<file path="src/rtl/mfb_meta_extractor_buf.sv">
// Extracts per-frame metadata from an MFB stream into an MVB FIFO, optionally
// passing the MFB stream through unchanged.
module mfb_meta_extractor_buf #(
  parameter int MFB_REGIONS        = 2,
  parameter int MFB_REGION_SIZE    = 1,
  parameter int MFB_BLOCK_SIZE     = 8,
  parameter int MFB_ITEM_WIDTH     = 32,
  parameter int MFB_META_WIDTH     = 2,
  parameter int MFB_META_ALIGNMENT = 1,
  parameter int EXTRACT_MODE       = 1,
  parameter int FIFO_DEPTH         = 16,
  localparam int DATA_W    = MFB_REGIONS*MFB_REGION_SIZE*MFB_BLOCK_SIZE*MFB_ITEM_WIDTH,
  localparam int META_W    = MFB_REGIONS*MFB_META_WIDTH,
  localparam int SOF_POS_W = MFB_REGIONS*((MFB_REGION_SIZE > 1) ? $clog2(MFB_REGION_SIZE) : 1),
  localparam int EOF_POS_W = MFB_REGIONS*((MFB_REGION_SIZE*MFB_BLOCK_SIZE > 1) ?
                                          $clog2(MFB_REGION_SIZE*MFB_BLOCK_SIZE) : 1)
) (
  input  logic                   CLK,
  input  logic                   RESET,

  input  logic [DATA_W-1:0]      RX_MFB_DATA,
  input  logic [META_W-1:0]      RX_MFB_META,
  input  logic [MFB_REGIONS-1:0] RX_MFB_SOF,
  input  logic [MFB_REGIONS-1:0] RX_MFB_EOF,
  input  logic [SOF_POS_W-1:0]   RX_MFB_SOF_POS,
  input  logic [EOF_POS_W-1:0]   RX_MFB_EOF_POS,
  input  logic                   RX_MFB_SRC_RDY,
  output logic                   RX_MFB_DST_RDY,

  output logic [DATA_W-1:0]      TX_MFB_DATA,
  output logic [META_W-1:0]      TX_MFB_META,
  output logic [MFB_REGIONS-1:0] TX_MFB_SOF,
  output logic [MFB_REGIONS-1:0] TX_MFB_EOF,
  output logic [SOF_POS_W-1:0]   TX_MFB_SOF_POS,
  output logic [EOF_POS_W-1:0]   TX_MFB_EOF_POS,
  output logic                   TX_MFB_SRC_RDY,
  input  logic                   TX_MFB_DST_RDY,

  output logic [META_W-1:0]      TX_MVB_DATA,
  output logic [MFB_REGIONS-1:0] TX_MVB_VLD,
  output logic                   TX_MVB_SRC_RDY,
  input  logic                   TX_MVB_DST_RDY,

  input  logic                   CNT_CLR,
  output logic [31:0]            CNT_PKTS
);

  localparam int PTR_W = $clog2(FIFO_DEPTH);
  localparam int PC_W  = $clog2(MFB_REGIONS + 1);
  localparam logic [PTR_W:0] FULL_OCC = (PTR_W+1)'(FIFO_DEPTH);

  logic [META_W-1:0]      mem_data [FIFO_DEPTH];
  logic [MFB_REGIONS-1:0] mem_vld  [FIFO_DEPTH];
  logic [PTR_W-1:0]       wr_ptr, rd_ptr;
  logic [PTR_W:0]         occ;
  logic [31:0]            cnt_q;

  logic                   fifo_full, fifo_empty;
  logic [MFB_REGIONS-1:0] sel;
  logic                   push, pop;
  logic [PC_W-1:0]        pc;
  logic [32:0]            cnt_sum;

  assign fifo_full  = (occ == FULL_OCC);
  assign fifo_empty = (occ == '0);
  assign sel        = (MFB_META_ALIGNMENT == 0) ? RX_MFB_SOF : RX_MFB_EOF;

  // Both ports use valid/ready: a transfer happens on a CLK edge where SRC_RDY
  // and DST_RDY are both 1; SRC_RDY never waits on DST_RDY.
  assign RX_MFB_DST_RDY = !fifo_full && (TX_MFB_DST_RDY || (EXTRACT_MODE == 0));
  assign push = RX_MFB_SRC_RDY && RX_MFB_DST_RDY && (|sel);
  assign pop  = !fifo_empty && TX_MVB_DST_RDY;

  assign TX_MFB_DATA    = RX_MFB_DATA;
  assign TX_MFB_META    = RX_MFB_META;
  assign TX_MFB_SOF     = RX_MFB_SOF;
  assign TX_MFB_EOF     = RX_MFB_EOF;
  assign TX_MFB_SOF_POS = RX_MFB_SOF_POS;
  assign TX_MFB_EOF_POS = RX_MFB_EOF_POS;
  assign TX_MFB_SRC_RDY = (EXTRACT_MODE != 0) ? (RX_MFB_SRC_RDY && !fifo_full) : 1'b0;

  // First-word-fall-through: the head entry is always presented; VLD is forced
  // low while empty so a freshly reset block shows no stale items.
  assign TX_MVB_SRC_RDY = !fifo_empty;
  assign TX_MVB_DATA    = mem_data[rd_ptr];
  assign TX_MVB_VLD     = fifo_empty ? '0 : mem_vld[rd_ptr];
  assign CNT_PKTS       = cnt_q;

  always_comb begin
    pc = '0;
    for (int i = 0; i < MFB_REGIONS; i++) pc = pc + PC_W'(sel[i]);
  end

  assign cnt_sum = {1'b0, cnt_q} + 33'(pc);

  always_ff @(posedge CLK) begin
    if (push) begin
      mem_data[wr_ptr] <= RX_MFB_META;
      mem_vld[wr_ptr]  <= sel;
    end
  end

  always_ff @(posedge CLK) begin
    if (RESET) begin
      wr_ptr <= '0;
      rd_ptr <= '0;
      occ    <= '0;
      cnt_q  <= '0;
    end else begin
      if (push) wr_ptr <= wr_ptr + PTR_W'(1);
      if (pop)  rd_ptr <= rd_ptr + PTR_W'(1);
      case ({push, pop})
        2'b10:   occ <= occ + (PTR_W+1)'(1);
        2'b01:   occ <= occ - (PTR_W+1)'(1);
        default: occ <= occ;
      endcase
      if (CNT_CLR)          cnt_q <= '0;
      else if (push)        cnt_q <= cnt_sum[32] ? 32'hFFFF_FFFF : cnt_sum[31:0];
    end
  end

endmodule

</file>
<file path="config.mk">
export PLATFORM = sky130hd
export DESIGN_NAME = mfb_meta_extractor_buf
export DESIGN_NICKNAME = d
export VERILOG_FILES = /design/src/rtl/mfb_meta_extractor_buf.sv
export SDC_FILE = /design/constraint.sdc
export NUM_CORES = 1
export LEC_CHECK = 0
export BUFFER_PORTS_ARGS = -buffer_cell sky130_fd_sc_hd__buf_4
export CELL_PAD_IN_SITES_DETAIL_PLACEMENT = 1
export CELL_PAD_IN_SITES_GLOBAL_PLACEMENT = 2
export CORE_AREA = 2 2 433 435
export DETAILED_ROUTE_END_ITERATION = 10
export DIE_AREA = 0 0 435 437
export GPL_ROUTABILITY_DRIVEN = 0
export GPL_TIMING_DRIVEN = 1
export PLACE_DENSITY = 0.41
export SYNTH_ARGS = -nofsm -noshare
export SYNTH_HDL_FRONTEND = slang
export SYNTH_SLANG_ARGS = --single-unit
export TNS_END_PERCENT = 20
</file>
<file path="constraint.sdc">
create_clock -name CLK -period 4.7 [get_ports CLK]
set_input_delay 0.47 -clock CLK [delete_from_list [all_inputs] [get_ports CLK]]
set_output_delay 0.47 -clock CLK [all_outputs]
set_load 0.03 [all_outputs]
</file>
---- Word level (Yosys, flattened, before mapping) ----
Memories as Yosys holds them, arrays and structs flattened. A register that Yosys moved wholly into a read port is not among the register bits.
Index checks and enable logic that the tools add are counted.
operators by class
  $add $sub $neg .......................... 6
  multipliers ............................. 0
  divide/modulo/power cells ............... 0
  $lt $le $gt $ge ......................... 0
  eq/ne operators ......................... 3
  shift operators ......................... 0
  muxes and demuxes ....................... 9
  bitwise operators ....................... 0
  reductions and logical operators ........ 11
operators with widths
  kind                                                                 number
  32-bit by 2-bit adder with 33-bit output                             1
  32-bit two-way mux                                                   1
  4-bit two-way mux                                                    4
  5-bit case mux with 2 select lines                                   1
  4-bit by 1-bit adder with 4-bit output (second input constant)       2
  5-bit by 1-bit adder with 5-bit output (second input constant)       1
  5-bit == test (second input constant)                                1
  1-bit logical AND                                                    5
  5-bit zero test                                                      1
  5-bit by 1-bit subtractor with 5-bit output (second input constant)  1
  2-bit OR reduction                                                   2
  1-bit by 1-bit adder with 2-bit output                               1
  2-bit by 1-bit == test with 1-bit output (second input constant)     1
  2-bit == test (second input constant)                                1
  1-bit zero test                                                      2
  1-bit two-way mux                                                    2
  2-bit two-way mux                                                    1
  2-bit nonzero test                                                   1
word-level totals
  register bits ........................... 45
  bits in latches ......................... 0
  memory bits (writable) .................. 96
  memory bits (read-only) ................. 0
  input port bits ......................... 534
  memories ................................ 2
memories
  name      depth  bits a word  read ports  clocked after memory_dff  wr ports  RTL line  text
  mem_data  16     4            1           1                         1         52        logic [META_W-1:0] mem_data [FIFO_DEPTH];
  mem_vld   16     2            1           1                         1         53        logic [MFB_REGIONS-1:0] mem_vld [FIFO_DEPTH];

---- Depth between registers and ports, before layout ----
  depth after elaboration ................. 7
  gate-level depth with buffers ........... 14

---- Worst setup path before layout ----
OpenSTA, ideal clock, no wires.
  path type ............................... reg-to-reg
  from .................................... reg occ[1]
  to ...................................... reg occ[4]
  library setup time ...................... 0.116 ns
  arrival time ............................ 2.917 ns
  slack ................................... 1.667 ns
  cell stages (with the launch flop) ...... 13
  buffers on the path ..................... 3
  period minus slack after synthesis ...... 3.033 ns
  cell sequence ........................... dfxtp_1 > buf_2 > nor4_2 > a21oi_1 > clkbuf_1 > inv_1 > ha_1 > clkbuf_1 > or4b_2 > o22a_1 > o21ai_0 > a21o_1 > a21oi_1
between the ends
  longest elaborated chain between the ends .. 7
  elaborated cells between the ends (all ways) .. 14
  those cells by class .................... add/sub: 2; eq/ne: 3; mux: 1; reduce/logical: 8
RTL lines
  element                                                                           RTL line  text
  start, declared                                                                   55        logic [PTR_W:0] occ;
  start signal, assigned                                                            113       2'b10: occ <= occ + (PTR_W+1)'(1);
  start signal, assigned                                                            114       2'b01: occ <= occ - (PTR_W+1)'(1);
  5-bit == test                                                                     64        assign fifo_full = (occ == FULL_OCC);
  1-bit zero test                                                                   70        assign RX_MFB_DST_RDY = !fifo_full && (TX_MFB_DST_RDY || (EXTRACT_MODE == 0));
  1-bit logical AND                                                                 70
  1-bit logical AND (2 in a row)                                                    71        assign push = RX_MFB_SRC_RDY && RX_MFB_DST_RDY && (|sel);
  2-bit by 1-bit == test with 1-bit output / 2-bit == test (equally long branches)  112       case ({push, pop})
  5-bit case mux with 2 select lines / 2-bit nonzero test (equally long branches)   n/a
Parallel ways exist; a longest one is shown, timed or not.
A chain may end at the register's enable or synchronous reset.

==> flow_metrics.tcl <==
set metrics [dict create \
    status "finished, final reports clean" \
    yosysSeqAreaShare_pct 38.1 \
    switching_share_pct 29.8 \
    netlist_instances 955 \
    die_area_um2 190000 \
    reg2regPathDepth 9 \
    yosys.area.top_type "buf_4" \
    fin_crit_ns 3.44 \
    core_um2 185000 \
    synth_edf_count 96 \
    grt_max_degree 33 \
    pwr-share-clk_pct 38.7 \
    r2r-end "CNT_PKTS[4]" \
    antenna_left 0 \
    worstSetupPathType "register to output port" \
    drt_pass1_iterations 4 \
    layout.nets 1033 \
    grt_pass1_wl_mm 74.2 \
    htreeDepth 4 \
    grt_use_total_pct 6.27 \
    drt-initial-drc-count 280 \
    rsz0062_at_grt "no" \
    clock_latency_ns 0.43 \
    final_max_slew_viol_count 0 \
    fin_hold_ws_ns 0.339 \
    yosys-top-cells-area "buf_4 39%, edfxtp_1 28%, dfxtp_1 9.7%" \
    ir_worst_vdd_mv 0.240 \
    syn-num-nets 1499 \
    synthTopCellsByCount "528 x buf_4, 96 x edfxtp_1, 49 x dfxtp_1" \
    cap_violations 0 \
    synthDistinctLibCells 54 \
    synth_area_um2 10100 \
    power_density_nw_per_um2 350 \
    synth-seq-cells 145 \
    critPathArrivalTime_ns 2.97 \
    hp-start "RESET" \
    antenna_found_initial 6 \
    vias_per_cell 1.63 \
    numCtsBuffers 17 \
    cts_setup_buffers 0 \
    avgSynthCellArea_um2 10.6 \
    worst_clock_skew_ns 0.0101 \
    async_reset_ff_share_pct 0 \
    drive_above_1_share_pct 28.3 \
    design.portCount 1103 \
    fp.dieW_um 435 \
    power_frac_seq_pct 40.7 \
    cts-root-buf "clkbuf_16" \
    path_clk_slew_ns 0.06 \
    internal_power_w 0.00252 \
    grt_pass1_vias 5318 \
    remaining_drc_errors 0 \
    fin_cells 2985 \
    routed_wl_mm 62.1 \
    chipHeight_um 437 \
    io_buffers 58 \
    setup_viol 0 \
    pwr-share-comb_pct 20.6 \
    hold_class "primary input to register" \
    holdPathEnd "occ[3]" \
    vias 4874 \
    clock_path_buffers 2 \
    finalSetupTns_ns 0 \
    grt_overflow_total 0 \
    cts.repair.resized 0 \
    place_hpwl_mm 53.7 \
    required_ns 4.23 \
    leakage_nw 2.52 \
    switching_power_w 0.00107 \
    syn_to_final_growth_pct 1.05 \
    cts-hold-fix-buffers 0 \
    startpoint_type "register" \
    route.detailed.wl_per_inst_um 20.8 \
    r2r-start "CNT_PKTS[0]" \
    worstMarginPinSlew_ns 1.19 \
    start_util_pct 5.49 \
    r2r_slack_ns 1.59 \
    slew_headroom_pct 20.2 \
    yosysWarnings 0 \
    synth.top_cell.area_share_pct 39.1 \
    cts_tree "built" \
    synthFlopType "edfxtp_1" \
    finalHoldViolations 0 \
    endpoint_kind "output port" \
    synth_most_common_cell "buf_4" \
    dpl.cell_count 2950 \
    cp_max_fo 9 \
    fmax_mhz 291 \
    period_share_pct 73.2 \
    cts.sinks 145 \
    hold_depth 2 \
    core.rowCount 158 \
]
layout make-up:
cell class              instances  area (µm²)
clock buffers                  23         448
flip-flops and latches        145        3860
well taps                    2480        3100
fillers                     21944      175000
diodes                          3        7.51
inverters                       9        33.8
multi-input cells             252        2180
repair buffers                 64         480
clock inverters                 9         138
sequential cells by signal (all words and copies together) (netlist names), named ones only:
signal,cells
wr_ptr,4
CNT_PKTS,32
occ,5
mem_vld,32
rd_ptr,4
mem_data,64
cell usage in the layout (no fill, tap or decap), types with 10 or more instances in the layout:
| cell type | synthesis | final |
|---|---|---|
| xor2_1 | 25 | 25 |
| a21oi_2 | 11 | 11 |
| a21oi_1 | 22 | 21 |
| dfxtp_1 | 49 | 49 |
| nand4_1 | 14 | 14 |
| clkbuf_16 | 0 | 17 |
| nor2_1 | 29 | 29 |
| buf_4 | 528 | 64 |
| and3_1 | 10 | 10 |
| edfxtp_1 | 96 | 96 |
| mux4_2 | 30 | 30 |
| nand2_1 | 19 | 19 |
through the flow:
| step | cell area (µm²) | total power, W | utilization, % | setup slack [ns] |
|---|---|---|---|---|
| floorplan | 10100 | 0.00275 | - | 1.67 |
| detailed placement | 9660 | 0.00227 | 5.22 | 1.09 |
| CTS | 10200 | 0.00368 | 5.54 | 1.07 |
| global placement | 9660 | 0.00226 | 5.22 | 1.11 |
| finish | 10300 | 0.00359 | 5.54 | 1.26 |
| global route | 10200 | 0.00377 | 5.54 | 1.01 |
critical path: stages (launching register included):
cell     delay (ns)
dfxtp_1        0.69
buf_4          0.34
mux4_2         0.53
mux4_2         0.52
and2_1         0.25
buf_4          0.20
worst max path at each step:
stage / endpoint / slack (ns) / startpoint / cells after the start
after floorplan: occ[4] / 1.67 / occ[1] / 12
after global placement: CNT_PKTS[13] / 1.11 / RX_MFB_EOF[1] / 10
after detailed placement: CNT_PKTS[4] / 1.09 / RX_MFB_EOF[1] / 10
after CTS: TX_MVB_VLD[0] / 1.07 / register / 5
after global routing: TX_MVB_VLD[0] / 1.01 / register / 5
final: TX_MVB_VLD[0] / 1.26 / register / 5
logic make-up after synthesis:
logic type	share of synthesized area [%]
adders and majority gates	1.31
buffers and inverters	40.5
AOI/OAI and AO/OA	3.74
and+or+nand+nor	6.46
xor gates and xnor gates	2.93
DFF	38.1
muxes	6.95
routing by layer:
metal  vias to the layer above  track usage, %  share of wire [%]
li1                       1769               -                  -
met1                      2217            4.63                 26
met2                       760            8.45                 40
met3                       126            9.65                 32
met4                         2            1.57                2.1
met5                         -           0.907               0.19
power groups by stage:
stage	clock network (W)	registers [W]	logic (W)
final	0.00139	0.00146	0.000739
after global routing	0.00148	0.00147	0.000823
after CTS	0.00144	0.00146	0.000781
after detailed placement	0	0.00149	0.000778
after global placement	0	0.00149	0.000770
after floorplan	0	0.00144	0.00131
(Power assumes the default switching activity.)
